==> config.mk <==
export PLATFORM = sky130hd
export DESIGN_NAME = branching_control_path
export DESIGN_NICKNAME = d
export VERILOG_FILES = /design/src/rtl/branching_control_path_pkg.sv /design/src/rtl/switch_sync_edge.sv /design/src/rtl/branching_control_path.sv
export SDC_FILE = /design/constraint.sdc
export NUM_CORES = 1
export LEC_CHECK = 0
export CAP_MARGIN = 20
export CORE_MARGIN = 8
export CORE_UTILIZATION = 60
export DETAILED_ROUTE_END_ITERATION = 8
export DONT_BUFFER_PORTS = 1
export PLACE_DENSITY = 0.76
export SLEW_MARGIN = 10
export SYNTH_ARGS = -nofsm -noshare
export SYNTH_HDL_FRONTEND = slang
export SYNTH_HIERARCHICAL = 1
export SYNTH_SLANG_ARGS = --single-unit
==> constraint.sdc <==
create_clock -name clk -period 1.44 [get_ports clk]
set_input_delay 0.144 -clock clk [delete_from_list [all_inputs] [get_ports clk]]
set_output_delay 0.144 -clock clk [all_outputs]
set_load 0.005 [all_outputs]
==> src/rtl/branching_control_path_pkg.sv <==
// Shared picoMIPS control-path types: opcodes, ALU function codes and control FSM states.
package cpu_config;

    typedef enum logic [5:0] {
        OP_NOP    = 6'h00,
        OP_ADD    = 6'h01,
        OP_ADDI   = 6'h02,
        OP_SUB    = 6'h03,
        OP_SUBI   = 6'h04,
        OP_MUL    = 6'h05,
        OP_MULI   = 6'h06,
        OP_J      = 6'h10,
        OP_BEQ    = 6'h11,
        OP_BNE    = 6'h12,
        OP_WAITSW = 6'h20,
        OP_LDSW   = 6'h21,
        OP_HALT   = 6'h3F
    } opCode_t;

    typedef enum logic [2:0] {
        ALU_PASS = 3'd0,
        ALU_ADD  = 3'd1,
        ALU_SUB  = 3'd2,
        ALU_MUL  = 3'd3
    } aluFunc_t;

    typedef enum logic [1:0] {
        ST_BOOT = 2'd0,
        ST_RUN  = 2'd1,
        ST_WAIT = 2'd2,
        ST_HALT = 2'd3
    } cpState_t;

endpackage

==> src/rtl/switch_sync_edge.sv <==
// Synchronises the asynchronous go switch and flags its rising edge.
// Latency: rise appears two edges after the input goes high; single-cycle pulse, no backpressure.
module switch_sync_edge (
    input  logic clk,
    input  logic nRst,
    input  logic async_in,
    output logic rise
);

    logic sync1, sync2, prev;

    always_ff @(posedge clk or negedge nRst) begin
        if (!nRst) begin
            sync1 <= 1'b0;
            sync2 <= 1'b0;
            prev  <= 1'b0;
        end else begin
            sync1 <= async_in;
            sync2 <= sync1;
            prev  <= sync2;
        end
    end

    assign rise = sync2 & ~prev;

endmodule

==> src/rtl/branching_control_path.sv <==
// picoMIPS control path: program counter, branch/jump/run-control FSM and instruction decode.
// Latency: decode is combinational; PC updates one edge after the instruction is presented.
// Backpressure: none; WAIT stalls until a fresh switch rise, HALT holds until reset.
module branching_control_path
    import cpu_config::*;
#(
    parameter  int N      = 8,
    parameter  int A_SIZE = 3,
    parameter  int O_SIZE = 6,
    parameter  int P_SIZE = 5,
    parameter  int R_SIZE = 3,
    localparam int I_SIZE = O_SIZE + 2 * R_SIZE + N
) (
    input  logic              clk,
    input  logic              nRst,
    input  logic [I_SIZE-1:0] instruction,
    input  logic              zeroFlag,
    input  logic              goSwitch,
    output logic [P_SIZE-1:0] pcAddr,
    output logic              writeReg,
    output logic [A_SIZE-1:0] aluFunc,
    output logic              aluImmediate,
    output logic              immSwitches,
    output logic [R_SIZE-1:0] opD,
    output logic [R_SIZE-1:0] opS,
    output logic [N-1:0]      opT,
    output logic              halted,
    output logic              waiting
);

    cpState_t          state_q, state_d;
    logic [P_SIZE-1:0] pc_d, pc_inc, target;
    opCode_t           op;
    aluFunc_t          alu_func;
    logic              rise;

    assign op  = opCode_t'(instruction[I_SIZE-1 -: O_SIZE]);
    assign opD = instruction[2*R_SIZE+N-1 -: R_SIZE];
    assign opS = instruction[R_SIZE+N-1 -: R_SIZE];
    assign opT = instruction[N-1:0];

    // Only the low P_SIZE bits of the target field address program memory.
    assign target  = opT[P_SIZE-1:0];
    assign pc_inc  = pcAddr + P_SIZE'(1);
    assign aluFunc = alu_func;

    switch_sync_edge u_go (
        .clk      (clk),
        .nRst     (nRst),
        .async_in (goSwitch),
        .rise     (rise)
    );

    always_ff @(posedge clk or negedge nRst) begin
        if (!nRst) begin
            state_q <= ST_BOOT;
            pcAddr  <= '0;
        end else begin
            state_q <= state_d;
            pcAddr  <= pc_d;
        end
    end

    always_comb begin
        state_d      = state_q;
        pc_d         = pcAddr;
        writeReg     = 1'b0;
        alu_func     = ALU_PASS;
        aluImmediate = 1'b0;
        immSwitches  = 1'b0;
        halted       = (state_q == ST_HALT);
        waiting      = (state_q == ST_WAIT);
        case (state_q)
            ST_BOOT: state_d = ST_RUN;
            ST_RUN: begin
                pc_d = pc_inc;
                case (op)
                    OP_ADD:  begin writeReg = 1'b1; alu_func = ALU_ADD; end
                    OP_ADDI: begin writeReg = 1'b1; alu_func = ALU_ADD; aluImmediate = 1'b1; end
                    OP_SUB:  begin writeReg = 1'b1; alu_func = ALU_SUB; end
                    OP_SUBI: begin writeReg = 1'b1; alu_func = ALU_SUB; aluImmediate = 1'b1; end
                    OP_MUL:  begin writeReg = 1'b1; alu_func = ALU_MUL; end
                    OP_MULI: begin writeReg = 1'b1; alu_func = ALU_MUL; aluImmediate = 1'b1; end
                    OP_LDSW: begin
                        writeReg     = 1'b1;
                        alu_func     = ALU_PASS;
                        aluImmediate = 1'b1;
                        immSwitches  = 1'b1;
                    end
                    OP_J:   pc_d = target;
                    OP_BEQ: if (zeroFlag)  pc_d = target;
                    OP_BNE: if (!zeroFlag) pc_d = target;
                    OP_WAITSW: begin pc_d = pcAddr; state_d = ST_WAIT; end
                    OP_HALT:   begin pc_d = pcAddr; state_d = ST_HALT; end
                    default: ;
                endcase
            end
            // Switch edges seen outside WAIT are simply never looked at.
            ST_WAIT: if (rise) begin
                pc_d    = pc_inc;
                state_d = ST_RUN;
            end
            ST_HALT: ;
            default: state_d = ST_BOOT;
        endcase
    end

endmodule

==> results of run 1 <==
sequential cells by signal, indices dropped and copies added, names as in the netlist:
name        cells
u_go/sync1      1
u_go/prev       1
state_q         2
pcAddr          5
u_go/sync2      1
cell usage after synthesis (2+ instances only):
| cell type | count | area share, % |
|---|---|---|
| nor3_1 | 3 | 1.8 |
| nand2_1 | 6 | 2.7 |
| mux2i_1 | 4 | 4.7 |
| buf_4 | 15 | 13 |
| inv_1 | 4 | 1.8 |
| o2bb2ai_1 | 2 | 2.1 |
| dfrtp_1 | 10 | 30 |
| a21oi_1 | 4 | 2.4 |
| nand3_1 | 11 | 6.5 |
| nor2_1 | 4 | 1.8 |
| o211ai_1 | 2 | 1.8 |
per-layer routing:
metal	share of wire [%]	track usage (%)	up-vias
met2	52	22.5	22
met1	35	12.9	286
li1	-	-	290
met4	3.0	6.30	0
met3	11	4.13	8
met5	0	0	-
power by group through the flow:
stage	Sequential, uW	Clock (uW)	Combinational [uW]
after floorplan	447	0	336
after global placement	475	0	337
after detailed placement	478	0	341
after CTS	474	251	362
after global routing	491	268	436
final	474	245	387
worst max-delay path, stage by stage (launching register included):
cell      delay, ps
dfrtp_1         440
nor2b_4         160
buf_4           130
o221ai_4        110
and2_4          180
o22a_1          200
path summary, 6_finish.rpt:
path | from | end
max | state_q[1]$_DFFE_PN0P_ | pcAddr[2]$_DFFE_PN0P_
min reg2reg | u_go/sync1$_DFF_PN0_ | u_go/sync2$_DFF_PN0_
max reg2reg | state_q[1]$_DFFE_PN0P_ | pcAddr[2]$_DFFE_PN0P_
min in group asynchronous | nRst | pcAddr[0]$_DFFE_PN0P_
min | instruction[14] | state_q[0]$_DFFE_PN0P_
max in group asynchronous | nRst | u_go/sync1$_DFF_PN0_
kinds of logic (layout without fill, tap and decap cells):
group | Yosys count | count (layout) | share of synthesized area (%)
buffers and inverters | 22 | 13 | 17.5
muxes | 5 | 5 | 6.51
AOI/OAI and AO/OA | 17 | 17 | 16.4
adders and majority gates | 1 | 1 | 1.48
other | 1 | 1 | 0.443
and+or+nand+nor | 34 | 34 | 26.0
DFF | 10 | 10 | 29.6
xor gates and xnor gates | 2 | 2 | 2.07
layout make-up:
type	count	share of cell area [%]
clock buffer	4	4.22
tap	15	2.18
timing repair buffer	5	4.95
inverter	4	1.75
multi-input combinational	60	57.8
sequential	10	29.1
per-stage QoR:
stage / hold WS [ps] / cells
after global routing: 64.7 / 98
after detailed placement: -151 / 91
final: 62.1 / 98
after CTS: 63.0 / 97
after floorplan: -152 / 92
after global placement: -151 / 91
timing repair:
action,4_1_cts,5_1_grt
setup buffers,0,1
pin swaps,0,1
hold buffers,2,0
endpoints found under the setup margin,5,5
resized for setup,5,5
endpoints found under the hold margin,11,0
==> results_dict.tcl, run 1 <==
set metrics [dict create \
    core_area_mm2 0.00132 \
    cts_buffer_depth 2 \
    total_switching_power_uw 390 \
    nFillCells 119 \
    final_area_um2 860 \
    synth_warnings 6 \
    clkLatencyLatePin_ps 250 \
    rsz0062_at_grt "no" \
    comb_power_share_pct 35.0 \
    remaining_drc_errors 0 \
    cts_tree "built" \
    period_minus_slack_ps 1330 \
    power.total_uw 1110 \
    fin_util_pct 65.2 \
    cp_max_fo 6 \
    dieArea_mm2 0.00287 \
    final_common_cell "nand3_1" \
    end_kind "register" \
    grt_pass1_vias 609 \
    grt_start_max_net_pins 11 \
    clock-sinks 10 \
    drtAntennaViolNets 0 \
    rows 13 \
    tns_ps 0 \
    path_clk_slew_ps 70 \
    grt_first_pass_wirelength_um 2770 \
    min_path_cells 1 \
    synth_ff_type "dfrtp_1" \
    drive_gt1_share_pct 27.7 \
    wl_um 1730 \
    wl_per_cell_um 17.6 \
    min_path_type "input pin to register" \
    clock.fmax_ghz 0.754 \
    setup_viol 0 \
    synth_cells 92 \
    layout.nets 109 \
    vias 606 \
    hold_viol_final 0 \
    area.growth.synth_to_final_pct 1.63 \
    p_leak_uw 0.000378 \
    r2r_setup_slack_ps 110 \
    synth-seq-cells 10 \
    power.share.clock_pct 22.2 \
    diodes 0 \
    die_w_um 53.5 \
    swShare_pct 35.2 \
    syn-num-nets 117 \
    io_pins 51 \
    root_buffer "clkbuf_4" \
    avgSynthCellArea_um2 9.19 \
    port_buffers 0 \
    cts_buffers 3 \
    drt_pass1_iterations 4 \
    start_kind "register" \
    ys_seq_area_share_pct 29.6 \
    seq_area_um2 250 \
    rr_worst_depth 5 \
    vias_per_cell 6.18 \
    dr.first_iter.drc_count 5 \
    start_util_pct 64.2 \
    power_density_mw_per_mm2 1290 \
    ys_types 38 \
    peakVddDrop_v 0.000963 \
    postPlaceCellArea_um2 747 \
    die_h_um 53.5 \
    power.internal_uw 716 \
    p_seq_share_pct 42.9 \
    gr-total-overflow 0 \
    cap_violations 0 \
    skew_ps 4.98 \
    antenna_found_initial 0 \
    final_cell_mix "nand3_1, dfrtp_1, nand2_1" \
    syn_area_um2 846 \
    critPathArrivalTime_ps 1470 \
    ys_async_sr_fraction_pct 100 \
    gp_congestion 0.773 \
    status "complete, no violations" \
    crit_required_ps 1590 \
    cts_htree_levels 1 \
    multiInputGateArea_um2 497 \
    pre_cts_slack_ps 92.3 \
    layout_setup_ws_ps 114 \
    finalCritPeriodShare_pct 92.1 \
    drv_slew 0 \
    grt.total_usage_pct 12.6 \
    crit_type "register to register" \
    synth_edf_count 0 \
]
No activity file was read; power rests on OpenSTA's default activity.
==> run 2, diff against run 1 <==
--- a/config.mk
+++ b/config.mk
@@ -11,7 +11,7 @@
 export DETAILED_ROUTE_END_ITERATION = 8
 export DONT_BUFFER_PORTS = 1
 export PLACE_DENSITY = 0.76
-export SLEW_MARGIN = 10
+export SLEW_MARGIN = 20
 export SYNTH_ARGS = -nofsm -noshare
 export SYNTH_HDL_FRONTEND = slang
 export SYNTH_HIERARCHICAL = 1
==> results of run 2 <==
No change in the layout: final DEF, timing and power equal those of run 1.
